## src/rtl/sound_code_arbiter_pkg.sv

```systemverilog
// Shared types and constants for the sound-code arbiter: code width default,
// player count and the arbiter FSM state encoding.
package sound_code_arbiter_pkg;

  localparam int CODE_W_DEF  = 4;
  localparam int NUM_PLAYERS = 2;

  typedef enum logic [1:0] {
    ST_IDLE    = 2'd0,
    ST_SERVE   = 2'd1,
    ST_RELEASE = 2'd2
  } state_t;

endpackage

```

## src/rtl/sound_code_fifo.sv

```systemverilog
// Synchronous FIFO holding queued key codes. Pointers carry one extra wrap bit,
// so full/empty/count fall out of a pointer compare. Push and pop together are legal.
module sound_code_fifo #(
  parameter int DEPTH = 4,
  parameter int W     = 4
) (
  input  logic                   clock,
  input  logic                   reset,
  input  logic                   push,
  input  logic                   pop,
  input  logic [W-1:0]           din,
  output logic [W-1:0]           dout,
  output logic [$clog2(DEPTH):0] count,
  output logic                   full,
  output logic                   empty
);

  localparam int AW = $clog2(DEPTH);

  logic [W-1:0] mem [DEPTH];
  logic [AW:0]  wr_ptr;
  logic [AW:0]  rd_ptr;
  logic         do_push;
  logic         do_pop;

  // A pop in the same cycle frees the head slot, so a full FIFO may still accept.
  assign do_pop  = pop && !empty;
  assign do_push = push && (!full || do_pop);

  always_ff @(posedge clock) begin
    if (reset) begin
      wr_ptr <= '0;
      rd_ptr <= '0;
    end else begin
      if (do_push) wr_ptr <= wr_ptr + 1'b1;
      if (do_pop)  rd_ptr <= rd_ptr + 1'b1;
    end
  end

  always_ff @(posedge clock) begin
    if (do_push) mem[wr_ptr[AW-1:0]] <= din;
  end

  assign dout  = mem[rd_ptr[AW-1:0]];
  assign count = wr_ptr - rd_ptr;
  assign empty = (wr_ptr == rd_ptr);
  assign full  = (wr_ptr[AW] != rd_ptr[AW]) && (wr_ptr[AW-1:0] == rd_ptr[AW-1:0]);

endmodule

```

## src/rtl/sound_code_arbiter.sv

```systemverilog
// Queues PS/2 key codes and hands them to two players over four-phase
// data_rq/data_rd handshakes, round-robin on ties.
module sound_code_arbiter
  import sound_code_arbiter_pkg::*;
#(
  parameter int FIFO_DEPTH = 4,
  parameter int CODE_W     = CODE_W_DEF
) (
  input  logic                        clock,
  input  logic                        reset,
  input  logic [CODE_W-1:0]           ps2_data,
  input  logic                        ps2_en,
  input  logic [NUM_PLAYERS-1:0]      data_rq,
  output logic [NUM_PLAYERS-1:0]      data_rd,
  output logic [CODE_W-1:0]           sound_code,
  output logic [$clog2(FIFO_DEPTH):0] fifo_count,
  output logic                        overflow,
  output state_t                      state,
  output logic                        last_grant
);

  // Handshake: a player raises data_rq[i] and holds it; data_rd[i] rises when
  // sound_code is valid for it and stays high until data_rq[i] falls. data_rd then
  // drops on the next edge and stays low for at least one RELEASE cycle.

  state_t          state_next;
  logic            do_grant;
  logic            winner;
  logic            cur;
  logic [CODE_W-1:0] fifo_dout;
  logic            fifo_full;
  logic            fifo_empty;

  sound_code_fifo #(
    .DEPTH (FIFO_DEPTH),
    .W     (CODE_W)
  ) u_fifo (
    .clock (clock),
    .reset (reset),
    .push  (ps2_en),
    .pop   (do_grant),
    .din   (ps2_data),
    .dout  (fifo_dout),
    .count (fifo_count),
    .full  (fifo_full),
    .empty (fifo_empty)
  );

  always_comb begin
    state_next = state;
    do_grant   = 1'b0;
    winner     = 1'b0;
    unique case (state)
      ST_IDLE: begin
        if (!fifo_empty && (data_rq != '0)) begin
          do_grant   = 1'b1;
          state_next = ST_SERVE;
          // On a tie the player not served last time wins.
          if (data_rq == 2'b11) winner = ~last_grant;
          else                  winner = data_rq[1];
        end
      end
      ST_SERVE: begin
        if (!data_rq[cur]) state_next = ST_RELEASE;
      end
      ST_RELEASE: state_next = ST_IDLE;
      default:    state_next = ST_IDLE;
    endcase
  end

  always_ff @(posedge clock) begin
    if (reset) begin
      state      <= ST_IDLE;
      data_rd    <= '0;
      sound_code <= '0;
      last_grant <= 1'b1;
      cur        <= 1'b0;
      overflow   <= 1'b0;
    end else begin
      state <= state_next;
      if (do_grant) begin
        data_rd    <= winner ? 2'b10 : 2'b01;
        sound_code <= fifo_dout;
        last_grant <= winner;
        cur        <= winner;
      end else if (state == ST_SERVE && state_next == ST_RELEASE) begin
        data_rd <= '0;
      end
      if (ps2_en && fifo_full && !do_grant) overflow <= 1'b1;
    end
  end

endmodule
```

## config.mk

```make
export PLATFORM = sky130hd
export DESIGN_NAME = sound_code_arbiter
export DESIGN_NICKNAME = d
export VERILOG_FILES = /design/src/rtl/sound_code_arbiter_pkg.sv /design/src/rtl/sound_code_fifo.sv /design/src/rtl/sound_code_arbiter.sv
export SDC_FILE = /design/constraint.sdc
export NUM_CORES = 1
export LEC_CHECK = 0
export BUFFER_PORTS_ARGS = -buffer_cell sky130_fd_sc_hd__buf_2
export CORE_UTILIZATION = 59
export DETAILED_ROUTE_END_ITERATION = 8
export PLACE_DENSITY = 0.82
export SYNTH_ARGS = -nofsm -noshare
export SYNTH_HDL_FRONTEND = slang
export SYNTH_SLANG_ARGS = --single-unit
```

## constraint.sdc

```tcl
create_clock -name clock -period 5.45 [get_ports clock]
set_clock_uncertainty 0.1 [all_clocks]
set_input_delay 0.545 -clock clock [delete_from_list [all_inputs] [get_ports clock]]
set_output_delay 0.545 -clock clock [all_outputs]
set_load 0.02 [all_outputs]
```

==> results of run 1 <==
[per-stage QoR]
stage | hold slack (ns) | power [mW] | util (%) | std cells
final | 0.3284 | 0.6612 | 71.25 | 168
after global routing | 0.3030 | 0.7067 | 71.25 | 168
after CTS | 0.3178 | 0.6674 | 71.25 | 168
after detailed placement | 0.3527 | 0.5316 | 68.59 | 160
after global placement | 0.3477 | 0.5224 | 68.59 | 160
after floorplan | 0.3414 | 0.4799 | - | 115
[registers in the layout, indices dropped and copies added, names as in the netlist, 2 cells and up]
signal / cells
state: 2
data_rd: 2
u_fifo.wr_ptr: 3
u_fifo.rd_ptr: 3
u_fifo.mem: 16
sound_code: 4
[cell usage after synthesis, types with 2 or more instances]
cell,number
a21oi_1,10
nor2_1,10
ha_1,7
mux4_2,4
nand3_1,4
nand2_1,6
clkbuf_1,2
and3_1,3
inv_1,7
o21ai_0,3
edfxtp_1,16
or2_2,2
xor2_1,2
mux2i_1,5
dfxtp_1,17
xnor2_1,2
or3_1,2
[final timing paths]
| path | to | slack (ns) | depth (start not counted) |
|---|---|---|---|
| setup / recovery | fifo_count[2] | 3.05 | 5 |
| hold / removal | u_fifo.mem[2][3]$_DFFE_PP_ | 0.33 | 1 |
| setup reg to reg | u_fifo.rd_ptr[1]$_SDFFE_PP0P_ | 3.30 | 6 |
| hold reg to reg | overflow$_SDFFE_PP0P_ | 0.37 | 2 |
[final cells by class]
cell class              instances  area share, %
clock buffers                   6          3.193
clock inverters                 2         0.5452
inverters                       7          1.636
multi-input cells              71          34.81
flip-flops and latches         33          51.09
well taps                      28          2.181
repair buffers                 21          6.542
[cell families (layout without fill, tap and decap cells)]
logic type	count (synthesis)	count (layout)	share of synthesized area [%]
DFF	33	33	57.54
xor gates and xnor gates	4	4	2.457
and+or+nand+nor	31	31	10.70
adders and majority gates	8	8	7.544
buffers and inverters	11	36	3.246
AOI/OAI and AO/OA	18	18	7.895
muxes	10	10	10.61
[cells in the final DEF, fill, tap and decap left out, drive strengths merged]
cell type   n
a211oi      1
o211ai      1
a21oi      10
nand3b      1
xor2        2
clkbuf      6
inv         7
a31oi       1
a21boi      1
o21ai       3
mux2i       5
edfxtp     16
or2         2
a211o       1
or3b        1
nand2       6
mux4        4
buf        21
dfxtp      17
nand3       4
ha          7
clkinv      2
or3         2
xnor2       2
nand2b      1
mux2        1
and3        3
fa          1
nor2       11
[routing by layer]
metal / track usage (%) / share of wire [%] / up-vias
li1: - / - / 454
met1: 28.12 / 44 / 435
met2: 37.94 / 48 / 26
met3: 10.71 / 4.9 / 5
met4: 12.50 / 2.5 / 0
met5: 0 / 0 / -
[worst register-to-register path, stage by stage (launching register included)]
cell and delay, ns:
dfxtp_1 0.53, inv_1 0.08, ha_1 0.28, nand2_1 0.12, o211ai_2 0.60, mux2i_1 0.28
nor2_1 0.06
[power by group through the flow]
| stage | clock (mW) | combinational [mW] | sequential, mW |
|---|---|---|---|
| 2_1_floorplan | 0 | 0.145 | 0.335 |
| 3_3_place_gp | 0 | 0.200 | 0.322 |
| 3_5_place_dp | 0 | 0.207 | 0.324 |
| 4_1_cts | 0.141 | 0.208 | 0.318 |
| 5_1_grt | 0.152 | 0.231 | 0.324 |
| 6_report | 0.138 | 0.207 | 0.317 |
==> out/results.ini, run 1 <==
[sta]
setup_ws_ns=3.046
drv_slew=0
setup_viol=0
worst_pin_slew_ns=0.7034
tns_ns=0
fin_crit_sh_pct=44.11
relSlewSlack_pct=52.97
min_period_ns=2.404
finalHoldViolations=0
fmax_ghz=0.4160
grt_setup_unrepaired=no

[route]
firstDrtPassIters=4
drt_iter0_markers=18
ant_nets=0
avgRoutedWirePerCell_um=14.16
drc_errors=0
routed_wl_um=2379
viasPerCell=5.476
num_vias=920

[setup_path]
cpPeakStageDelay_ns=0.39
required_ns=4.81
worstReg2RegStart=u_fifo.rd_ptr[1]$_SDFFE_PP0P_
startpoint=u_fifo.wr_ptr[0]$_SDFFE_PP0P_
worstSetupStartpointType=flip-flop
cp.arrival_ns=1.76
worstSetupEndpointType=output pin
crit_buf_inv=2
critical-path-slowest-cell=dfxtp_1
crit_path_cell_trace=inv_1 -> ha_1 -> fa_1 -> xnor2_1 -> buf_2
crit_fanout=4
path_class=flip-flop to output pin
cp_top_family=adder cells

[floorplanning]
die_height_um=51.17
die_x_um=51.17
die_area_um2=2618
io_pins=22
core_um2=2255
start_util_pct=63.26
num_rows=17

[placed_design]
postPlaceCellArea_um2=1546
portBuffers=21
dp_slack_ns=3.330
gp_congestion=0.7380
dp_hpwl_um=1810

[power_and_ir_drop]
seqPwrFrac_pct=47.9
leakage_nw=0.6784
intPower_uw=439.0
comb_power_share_pct=31.2
pwr-share-clk_pct=20.8
p_sw_uw=222.2
peakVddDrop_mv=0.2760
powerDensity_nw_per_um2=411.6
switching_share_pct=33.61

[finish]
ff_latch_area_um2=820.8
multi_input_area_um2=559.3
drive_gt1_share_pct=27.14
fin_nets=156
antenna_cells=0
nFillCells=174
final_area_um2=1607
synthToLayoutAreaGrowth_pct=12.63

[global_route]
grt_pass1_vias=945
overflow=0
grt_pass1_wl_um=4271
grt_antenna_before_repair=0
grt.total_usage_pct=24.31
grt_max_degree=18

[logic_synthesis]
synth-seq-cells=33
synth_area_per_cell_um2=12.40
synth_area_leaders=edfxtp_1, dfxtp_1, mux4_2, ha_1, a21oi_1
synthDominantCellAreaShare_pct=33.68
syn_area_um2=1426
syn_inst=115
ys_warn_count=0
yosysUniqueCellTypes=30
yosysSeqAreaShare_pct=57.54
synth_edf_count=16
yosysTopAreaCell=edfxtp_1
synthArstFlopShare_pct=0
synth_ff_type=dfxtp_1
synth_nets=132

[clock_tree]
worstSkewPairLatency_ns=0.33
clkSinkCount=33
clockBufferDepth=2
ctsResizeCount=0
cts_buffers=5
h-tree-depth=2
hold_buffers=0
path_clk_slew_ns=0.09
cts_setup_buffers=0
tritoncts=yes
clockRootBuffer=clkbuf_4

[worst_hold_path]
hold_path_class=input port to flip-flop
min-delay-start=ps2_data[3]

[run]
drv_cap=0

[outcome]
status=finished, final reports clean

No activity file was read; power rests on OpenSTA's default activity.
==> run 2, diff against run 1 <==
ABC_AREA = 1   (was unset)
CORE_UTILIZATION = 55   (was 59)
PLACE_DENSITY = 0.77   (was 0.82)
clock period = 2.29 ns   (was 5.45 ns; I/O delays follow)
==> out/results.ini, run 2 <==
[placed_design]
portBuffers=21
dp_hpwl_um=2027
postPlaceCellArea_um2=1617
dp_slack_ns=0.3134
gp_congestion=0.8904
dp_cells=208

[finish]
final_cells=216
ff_latch_area_um2=820.8
final_common_cell=nor2_1
largest_register_ffs=16
fin_nets=202
final_area_um2=1700
nFillCells=217
multi_input_area_um2=555.5
fin_util_pct=67.41
antenna_cells=0
synthToLayoutAreaGrowth_pct=14.11
layout_common_cells=nor2_1, inv_1, nand2_1
drive_gt1_share_pct=20.43

[setup_path]
path_class=flip-flop to output pin
crit_buf_inv=2
worstSetupEndpointType=output pin
cpPeakStageDelay_ns=0.41
critical-path-slowest-cell=dfxtp_1
worstSetupStartpointType=flip-flop
crit_fanout=4
cp_top_family=adder cells
required_ns=1.96
crit_path_cell_trace=inv_1 -> ha_1 -> fa_1 -> xor2_1 -> buf_2
cp.arrival_ns=1.78

[global_route]
grt_max_degree=18
grt_pass1_wl_um=4064
grt.total_usage_pct=20.69
grt_antenna_before_repair=0
overflow=0
grt_pass1_vias=961

[sta]
min_period_ns=2.112
drv_slew=0
fin_crit_sh_pct=92.22
holdWs_ns=0.01637
finalHoldViolations=0
tns_ns=0
worst_pin_slew_ns=0.3368
setup_ws_ns=0.1781
setup_viol=0
relSlewSlack_pct=77.45
fmax_ghz=0.4735
grt_setup_unrepaired=no

[logic_synthesis]
yosysTopAreaCell=edfxtp_1
synth_ff_type=dfxtp_1
syn_inst=159
synthDominantCellAreaShare_pct=32.24
synthTopCellsByCount=nor2_1, inv_1, nand2_1
synth_edf_count=16
synth_area_leaders=edfxtp_1, dfxtp_1, nor2_1, ha_1, inv_1
ys_warn_count=0
yosysUniqueCellTypes=23
syn_area_um2=1490
synth-seq-cells=33
synth_nets=176
synth_most_common_cell=nor2_1
synth_area_per_cell_um2=9.372
synthArstFlopShare_pct=0
yosysSeqAreaShare_pct=55.08

[clock_tree]
clockRootBuffer=clkbuf_4
cts_buffers=5
tritoncts=yes
h-tree-depth=2
clockBufferDepth=2
ctsResizeCount=0
path_clk_slew_ns=0.10
worstSkewPairLatency_ns=0.34
cts_setup_buffers=0
hold_buffers=0
clkSinkCount=33

[power_and_ir_drop]
powerDensity_nw_per_um2=1144
leakage_nw=0.7559
peakVddDrop_mv=0.8375
power_mw=1.945

[floorplanning]
num_rows=18
die_x_um=54.05
start_util_pct=59.08
die_height_um=54.05
io_pins=22
die_area_um2=2921
core_um2=2522

[outcome]
status=finished, final reports clean

[route]
drt_iter0_markers=32
routed_wl_um=2706
firstDrtPassIters=4
drc_errors=0
avgRoutedWirePerCell_um=12.53
ant_nets=0
viasPerCell=5.153
num_vias=1113

[worst_hold_path]
hold_path_class=input port to flip-flop

[run]
drv_cap=0

-- run 2: cell count changes after synthesis, sizes merged, moves of 3 or more --
cell   change
mux2i      -5
nor2      +13
mux4       -4
and3       -3
nand2     +20
o21ai      +9
o22ai      +4
nand3      +6
inv       +16
-- run 2: worst paths after layout --
path	from	end	slack (ns)	depth (start not counted)
worst max-delay path	u_fifo.wr_ptr[0]$_SDFFE_PP0P_	fifo_count[2]	0.18	5
worst min-delay path	ps2_data[0]	u_fifo.mem[2][0]$_DFFE_PP_	0.02	1
worst max register to register	u_fifo.rd_ptr[1]$_SDFFE_PP0P_	u_fifo.mem[3][0]$_DFFE_PP_	0.25	7
worst min register to register	overflow$_SDFFE_PP0P_	overflow$_SDFFE_PP0P_	0.35	2
-- run 2: metal layers --
layer / vias to the layer above / GRT usage [%] / part of all wire, %
met5: - / 0 / 0
li1: 571 / - / -
met1: 499 / 24.68 / 45
met3: 6 / 7.627 / 5.5
met2: 37 / 33.95 / 47
met4: 0 / 7.692 / 1.7
-- run 2: kinds of logic after synthesis --
group,synth area share [%]
fa+ha+maj,7.221
xor+xnor,1.176
simple gates,19.31
flops,55.08
buf+inv,7.639
compound gates,9.572
-- run 2: worst reg2reg max path, cell delays in order, from the launching register on --
cell and delay (ns):
dfxtp_1 0.49, inv_1 0.16, ha_1 0.32, nand2_1 0.06, inv_1 0.08, nand3_2 0.12, nand2_2 0.12, nor2_1 0.28
-- run 2: layout make-up --
type	count	area share (%)
clock buffer	5	2.208
sequential	33	48.27
multi-input combinational	99	32.67
clock inverter	3	2.723
inverter	24	5.298
timing repair buffer	22	6.623
tap	30	2.208
-- run 2: where the power goes --
| part | total, mW | switching (mW) | internal (mW) |
|---|---|---|---|
| Clock | 0.436 | 0.205 | 0.231 |
| Sequential | 0.763 | 0.0547 | 0.708 |
| Combinational | 0.746 | 0.499 | 0.247 |
